[config.mk]
export PLATFORM = sky130hd
export DESIGN_NAME = hamming_stream_encoder
export DESIGN_NICKNAME = d
export VERILOG_FILES = /design/src/rtl/hamming_pkg.sv /design/src/rtl/hamming_stream_encoder.sv
export SDC_FILE = /design/constraint.sdc
export NUM_CORES = 1
export LEC_CHECK = 0
export ABC_AREA = 1
export ABC_CLOCK_PERIOD_IN_PS = 1300
export BUFFER_PORTS_ARGS = -buffer_cell sky130_fd_sc_hd__buf_2
export CAP_MARGIN = 30
export CORE_MARGIN = 2
export CORE_UTILIZATION = 25
export CTS_CLUSTER_DIAMETER = 150
export DETAILED_ROUTE_END_ITERATION = 8
export HOLD_SLACK_MARGIN = 0.15
export SYNTH_ARGS = -nofsm -noshare
export SYNTH_HDL_FRONTEND = slang
export SYNTH_SLANG_ARGS = --single-unit
[constraint.sdc]
create_clock -name clk -period 1.3 [get_ports clk]
set_clock_uncertainty 0.15 [all_clocks]
set_input_delay 0.26 -clock clk [delete_from_list [all_inputs] [get_ports clk]]
set_output_delay 0.26 -clock clk [all_outputs]
set_load 0.01 [all_outputs]
[src/rtl/hamming_pkg.sv]
// Shared Hamming [7,4] definitions for the stream encoder and decoder.
// Codeword bit i holds Hamming position i+1: {d4,d3,d2,p4,d1,p2,p1}.
// Importing this package from both sides keeps the bit order in one place.
package hamming_pkg;

    typedef logic [3:0] nibble_t;
    typedef logic [6:0] codeword_t;

    // Bit index of each field inside a codeword.
    localparam int P1 = 0;
    localparam int P2 = 1;
    localparam int D1 = 2;
    localparam int P4 = 3;
    localparam int D2 = 4;
    localparam int D3 = 5;
    localparam int D4 = 6;

    // Nibble is {d4,d3,d2,d1}. Each parity bit covers the data bits whose
    // position number has that power of two set.
    function automatic codeword_t hamming_encode(input nibble_t n);
        codeword_t cw;
        cw     = '0;
        cw[D1] = n[0];
        cw[D2] = n[1];
        cw[D3] = n[2];
        cw[D4] = n[3];
        cw[P1] = n[0] ^ n[1] ^ n[3];
        cw[P2] = n[0] ^ n[2] ^ n[3];
        cw[P4] = n[1] ^ n[2] ^ n[3];
        return cw;
    endfunction

    // One-hot flip mask for a Hamming position 1..7; position 0 flips nothing.
    function automatic codeword_t inj_mask(input logic en, input logic [2:0] pos);
        codeword_t m;
        m = '0;
        if (en && (pos != 3'd0)) begin
            m[pos - 3'd1] = 1'b1;
        end
        return m;
    endfunction

endpackage

[src/rtl/hamming_stream_encoder.sv]
// Streaming Hamming [7,4] encoder.
// Takes bytes on a valid/ready input and emits two registered 7-bit
// codewords per byte (one per nibble) on a valid/ready output, with
// optional single-bit error injection applied as each codeword is loaded.
//
// Ports:
//   clk       - single clock, rising edge
//   reset     - synchronous, active-high
//   in_data   - byte to encode
//   in_valid  - in_data is valid
//   in_ready  - byte accepted this cycle (from state and cw_ready only)
//   cw_data   - codeword {d4,d3,d2,p4,d1,p2,p1}
//   cw_valid  - cw_data is valid
//   cw_ready  - downstream consumes cw_data this cycle
//   cw_last   - high on the second codeword of a byte
//   inj_en    - enable error injection
//   inj_pos   - Hamming position to flip (1..7), 0 = none
//   cw_count  - wrapping count of handshaken codewords
module hamming_stream_encoder
    import hamming_pkg::*;
#(
    parameter int COUNT_W   = 16,
    parameter bit LOW_FIRST = 1'b1
) (
    input  logic               clk,
    input  logic               reset,
    input  logic [7:0]         in_data,
    input  logic               in_valid,
    output logic               in_ready,
    output logic [6:0]         cw_data,
    output logic               cw_valid,
    input  logic               cw_ready,
    output logic               cw_last,
    input  logic               inj_en,
    input  logic [2:0]         inj_pos,
    output logic [COUNT_W-1:0] cw_count
);

    typedef enum logic [1:0] {
        IDLE   = 2'd0,
        FIRST  = 2'd1,
        SECOND = 2'd2
    } state_e;

    state_e               state_q,    state_d;
    logic [7:0]           byte_q,     byte_d;
    codeword_t            cw_data_q,  cw_data_d;
    logic                 cw_valid_q, cw_valid_d;
    logic                 cw_last_q,  cw_last_d;
    logic [COUNT_W-1:0]   count_q,    count_d;

    codeword_t            mask;
    logic                 cw_fire;

    function automatic nibble_t first_nibble(input logic [7:0] b);
        return LOW_FIRST ? b[3:0] : b[7:4];
    endfunction

    function automatic nibble_t second_nibble(input logic [7:0] b);
        return LOW_FIRST ? b[7:4] : b[3:0];
    endfunction

    // Mask is only used on load cycles, so changes to the injection inputs
    // while a codeword is stalled cannot disturb the presented value.
    assign mask     = inj_mask(inj_en, inj_pos);
    assign cw_fire  = cw_valid_q && cw_ready;
    assign in_ready = (state_q == IDLE) || ((state_q == SECOND) && cw_ready);

    always_comb begin
        state_d    = state_q;
        byte_d     = byte_q;
        cw_data_d  = cw_data_q;
        cw_valid_d = cw_valid_q;
        cw_last_d  = cw_last_q;
        count_d    = cw_fire ? count_q + {{(COUNT_W-1){1'b0}}, 1'b1} : count_q;

        unique case (state_q)
            IDLE: begin
                if (in_valid) begin
                    byte_d     = in_data;
                    cw_data_d  = hamming_encode(first_nibble(in_data)) ^ mask;
                    cw_valid_d = 1'b1;
                    cw_last_d  = 1'b0;
                    state_d    = FIRST;
                end
            end
            FIRST: begin
                if (cw_ready) begin
                    cw_data_d = hamming_encode(second_nibble(byte_q)) ^ mask;
                    cw_last_d = 1'b1;
                    state_d   = SECOND;
                end
            end
            SECOND: begin
                if (cw_ready) begin
                    if (in_valid) begin
                        // Back-to-back byte: reuse this handshake cycle.
                        byte_d     = in_data;
                        cw_data_d  = hamming_encode(first_nibble(in_data)) ^ mask;
                        cw_valid_d = 1'b1;
                        cw_last_d  = 1'b0;
                        state_d    = FIRST;
                    end else begin
                        cw_valid_d = 1'b0;
                        cw_last_d  = 1'b0;
                        state_d    = IDLE;
                    end
                end
            end
            default: begin
                cw_valid_d = 1'b0;
                cw_last_d  = 1'b0;
                state_d    = IDLE;
            end
        endcase
    end

    always_ff @(posedge clk) begin
        if (reset) begin
            state_q    <= IDLE;
            byte_q     <= 8'h00;
            cw_data_q  <= '0;
            cw_valid_q <= 1'b0;
            cw_last_q  <= 1'b0;
            count_q    <= '0;
        end else begin
            state_q    <= state_d;
            byte_q     <= byte_d;
            cw_data_q  <= cw_data_d;
            cw_valid_q <= cw_valid_d;
            cw_last_q  <= cw_last_d;
            count_q    <= count_d;
        end
    end

    assign cw_data  = cw_data_q;
    assign cw_valid = cw_valid_q;
    assign cw_last  = cw_last_q;
    assign cw_count = count_q;

endmodule

Word level (Yosys, flattened, before mapping)
Index checks and enable logic that the tools add are counted.
{"block": "word_totals", "regBits": 35, "latchBits": 0, "mem_bits_rw": 0, "mem_bits_ro": 0, "inputBits": 16, "output_inout_bits": 26, "word_cells": 66, "mem_count": 0}
{"block": "classes", "addsub": 2, "multipliers": 0, "div_mod_pow": 0, "order_cmp": 2, "n_eq_ne": 5, "n_shift": 0, "muxes": 23, "bitwise_logic": 15, "n_reduce_logical": 13}
{"cell": "two-way mux 7 bit", "count": 4}
{"cell": "case mux 7 bit (3 select lines)", "count": 1}
{"cell": "adder 16 x 1 -> 16 bit, second input constant", "count": 1}
{"cell": "two-way mux 8 bit", "count": 2}
{"cell": "case mux 8 bit (2 select lines)", "count": 1}
{"cell": "XOR 7 bit", "count": 2}
{"cell": "XOR 1 bit", "count": 12}
{"cell": "AND reduction 3 bit", "count": 3}
{"cell": "two-way mux 1 bit", "count": 8}
{"cell": "two-way mux 2 bit", "count": 3}
{"cell": "!= test 2 bit, second input constant", "count": 3}
{"cell": "case mux 1 bit (3 select lines)", "count": 2}
{"cell": "case mux 2 bit (3 select lines)", "count": 1}
{"cell": "nonzero test 3 bit", "count": 2}
{"cell": "logical AND 1 bit", "count": 4}
{"cell": "< comparator 3 x 4 -> 1 bit, second input constant", "count": 1}
{"cell": "demux 1 bit (select 3 bit)", "count": 1}
{"cell": "greater-or-equal comparator 3 x 1 -> 1 bit, second input constant", "count": 1}
{"cell": "subtractor 3 x 1 -> 3 bit, second input constant", "count": 1}
{"cell": "== test 2 x 1 -> 1 bit, second input constant", "count": 1}
{"cell": "== test 2 bit, second input constant", "count": 1}
{"cell": "zero test 2 bit", "count": 1}
{"cell": "AND reduction 2 bit", "count": 1}
{"cell": "nonzero test 2 bit", "count": 1}
{"cell": "other kinds (2)", "count": 2}

Depth between registers and ports, before layout
{"block": "logic_depth", "depth_word": 10, "mapped_depth": 11, "depth_no_buf": 11}

Worst setup path before layout
OpenSTA, ideal clock, no wires.
{"block": "synth_path", "path_kind": "reg-to-reg", "startpoint": "register count_q[1], in the netlist cw_count[1]", "endpoint": "register count_q[14], in the netlist cw_count[14]", "arrival_time_ns": 1.166, "required_ns": 1.033, "slack_ns": -0.133, "stages_incl_launch_ff": 7, "path_buffers": 0, "synth_period_minus_slack_ns": 1.433, "path_cell_list": "dfxtp_1 ha_1 inv_1 nor3_2 nand4_1 o21ai_0 nor2_1"}
{"block": "synth_between", "elab_chain_len": 1}
{"item": "start, declared", "line_no": "hamming_stream_encoder.sv:50", "text": "logic [COUNT_W-1:0] count_q, count_d;"}
{"item": "start signal, assigned", "line_no": "hamming_stream_encoder.sv:132", "text": "count_q <= count_d;"}
{"item": "adder 16 x 1 -> 16 bit", "line_no": "hamming_stream_encoder.sv:75", "text": "count_d = cw_fire ? count_q + {{(COUNT_W-1){1'b0}}, 1'b1} : count_q;"}
Every way passes these cells.
A chain may end at the register's enable or synchronous reset.

Worst setup path in the final report
Ends and elaborated chain as after synthesis.

==> impl_metrics.tcl <==
set metrics [dict create \
    grt_overflow 0 \
    synth_area_leader_cell "dfxtp_1" \
    synth_seq_cells 30 \
    dp_hpwl_um 3670 \
    io_pins 42 \
    layout_common_cells "nand2_1 (58), inv_1 (47), buf_2 (32)" \
    synthesis.nets 308 \
    peakVddDrop_mv 0.323 \
    hold_end "state_q[0]$_SDFFE_PP0P_" \
    pre_cts_ws_ps -269 \
    drive_above_1_share_pct 46.9 \
    powerDensity_nw_per_um2 814 \
    htreeDepth 2 \
    crit_type "flip-flop to flip-flop" \
    synth_area_leaders "dfxtp_1 (33%), nand2_1 (15%), inv_1 (11%)" \
    fp.dieH_um 89.5 \
    violations "setup timing" \
    core_um2 7180 \
    grt_pass1_vias 1900 \
    ys_warn_count 0 \
    grt_max_degree 13 \
    viasPerCell 4.54 \
    hold_start "reset" \
    end_kind "flip-flop" \
    p_leak_nw 1.54 \
    holdPathStages 3 \
    nets 396 \
    yosysSeqAreaShare_pct 32.9 \
    ys_types 28 \
    cts_sinks 30 \
    fmax_mhz 704 \
    drc_errors 0 \
    synth_top_area_share_pct 32.9 \
    vias 2159 \
    antenna_found_initial 0 \
    multiInputGateArea_um2 1360 \
    cts_buffer_depth 2 \
    cts_buffers 5 \
    die_w_um 89.5 \
    reg2reg_from "cw_count[1]$_SDFFE_PP0P_" \
    cts-root-buf "clkbuf_8" \
    fin_crit_ps 1420 \
    status "finished, violations left" \
    start_kind "flip-flop" \
    final_util_pct 42.9 \
    cts_tree "yes" \
    final_common_cell "nand2_1" \
    period_share_pct 109 \
    area_delta_synth_final_pct 68.5 \
    synth_area_um2 1830 \
    placed_cell_area_um2 2440 \
    num_rows 31 \
    n_fill_cell 739 \
    fin_ws_ps -120 \
    clkTransAtPathRegs_ps 70 \
    firstDrtPassIters 4 \
    rsz0062_at_grt "yes" \
    cp.arrival_ps 1440 \
    seq_area_um2 629 \
    hold_viol 0 \
    fin_area_um2 3080 \
    routed_wl_um 5550 \
    regToRegSetupSlack_ps -120 \
    drv_slew 0 \
    io_buffers 41 \
    min_path_type "input pin to flip-flop" \
    die_area_um2 8000 \
    r2r_cells 6 \
    start_util_pct 25.4 \
    drv_cap 0 \
    wl_per_cell_um 11.7 \
    ant_nets 0 \
    worst_slew_pin_slew_ps 284 \
    grt_util_all_layers_pct 13.2 \
    maxSlewHeadroom_pct 80.9 \
    grt_pass1_wl_um 8300 \
    drtIter0Drc 53 \
    clock_latency_ps 280 \
    synthCells 289 \
    syn_avg_cell_area_um2 6.32 \
    antenna-diode-count 0 \
    gp_congestion 0.774 \
    finalSetupViolations 17 \
    r2r-end "cw_count[14]$_SDFFE_PP0P_" \
    cp_max_fo 4 \
    crit_required_ps 1320 \
]
[power by group]
part | switching, mW | internal (mW)
combinational | 0.389 | 0.325
clock | 0.356 | 0.420
sequential | 0.0474 | 0.969
[stage by stage]
stage	power, mW	hold WS (ps)	instances	setup TNS (ps)
finish	2.51	174	476	-1210
global route	2.65	182	476	-2660
CTS	2.38	151	469	-860
detailed placement	1.51	347	453	-3440
global placement	1.50	336	453	-2690
floorplan	1.33	287	289	-265
[how the worst max path moves through the flow]
stage | startpoint | to | slack, ps | cells after the start
5_1_grt | cw_count[1]$_SDFFE_PP0P_ | cw_count[14]$_SDFFE_PP0P_ | -230 | 7
3_3_place_gp | cw_ready | cw_data[3]$_SDFFE_PP0P_ | -230 | 9
3_5_place_dp | inj_pos[0] | cw_data[6]$_SDFFE_PP0P_ | -270 | 11
4_1_cts | cw_count[1]$_SDFFE_PP0P_ | cw_count[14]$_SDFFE_PP0P_ | -140 | 7
2_1_floorplan | state_q[1]$_SDFFE_PP0P_ | cw_data[4]$_SDFFE_PP0P_ | -50 | 9
6_report | cw_count[1]$_SDFFE_PP0P_ | cw_count[14]$_SDFFE_PP0P_ | -120 | 6
[critical path, stage by stage, from the launching register on]
cell and delay, ps:
dfxtp_4 370, ha_4 130, inv_2 40, nor3_4 170, nand4_1 220, o21ai_1 170
nor2_1 60
[registers in the layout, summed over array words and instances (netlist names)]
signal    count
cw_data       7
cw_valid      1
state_q       2
cw_count     16
byte_q        4
[cells by family (layout without fill, tap and decap cells)]
kind of cell	after synthesis	count (layout)	synth area share [%]
and+or+nand+nor	151	152	39.6
buffers and inverters	61	148	13.0
adders and majority gates	3	3	2.06
DFF	30	30	32.9
AOI/OAI and AO/OA	44	44	12.5
[Yosys cell counts]
cell type  count
nand3_1       34
nor2_1        19
nand2_2        1
nand4_1        5
nor2_4         2
o21bai_1       2
o21ai_0       20
nor2_8         1
nand3b_4       1
inv_2          1
dfxtp_1       30
nor4_1         1
or2_2          2
nand2_1       72
a21oi_1       16
o21ai_1        5
buf_4          1
nor3_2         2
o211ai_1       1
nor3_1         6
buf_2          3
nand2_4        2
inv_1         54
nor2_2         1
and3_1         1
ha_1           3
clkbuf_1       2
nor3b_1        1
[metal layers]
| metal | GRT usage, % | routed length (µm) | vias to the layer above | part of all wire [%] |
|---|---|---|---|---|
| li1 | - | - | 1098 | - |
| met1 | 17.0 | 2550 | 1007 | 46 |
| met2 | 21.4 | 2680 | 47 | 48 |
| met3 | 4.16 | 257 | 7 | 4.6 |
| met4 | 3.66 | 56 | 0 | 1.0 |
| met5 | 0 | 0 | - | 0 |
[cell type report]
| class | instances | share of cell area (%) |
|---|---|---|
| Multi-Input combinational cell | 199 | 44.1 |
| Sequential cell | 30 | 20.5 |
| Clock buffer | 7 | 2.81 |
| Tap cell | 99 | 4.03 |
| Timing Repair Buffer | 86 | 21.7 |
| Inverter | 55 | 6.95 |
[timing repair]
action | CTS | global route
gates resized for setup | 37 | 72
hold buffers | 2 | 2
gates cloned | 2 | 1
pin swaps | 17 | 22
endpoints found under the hold margin | 2 | 2
setup endpoints to repair | 18 | 33
setup buffers | 5 | 4
Power figures use the tool's default switching activity.
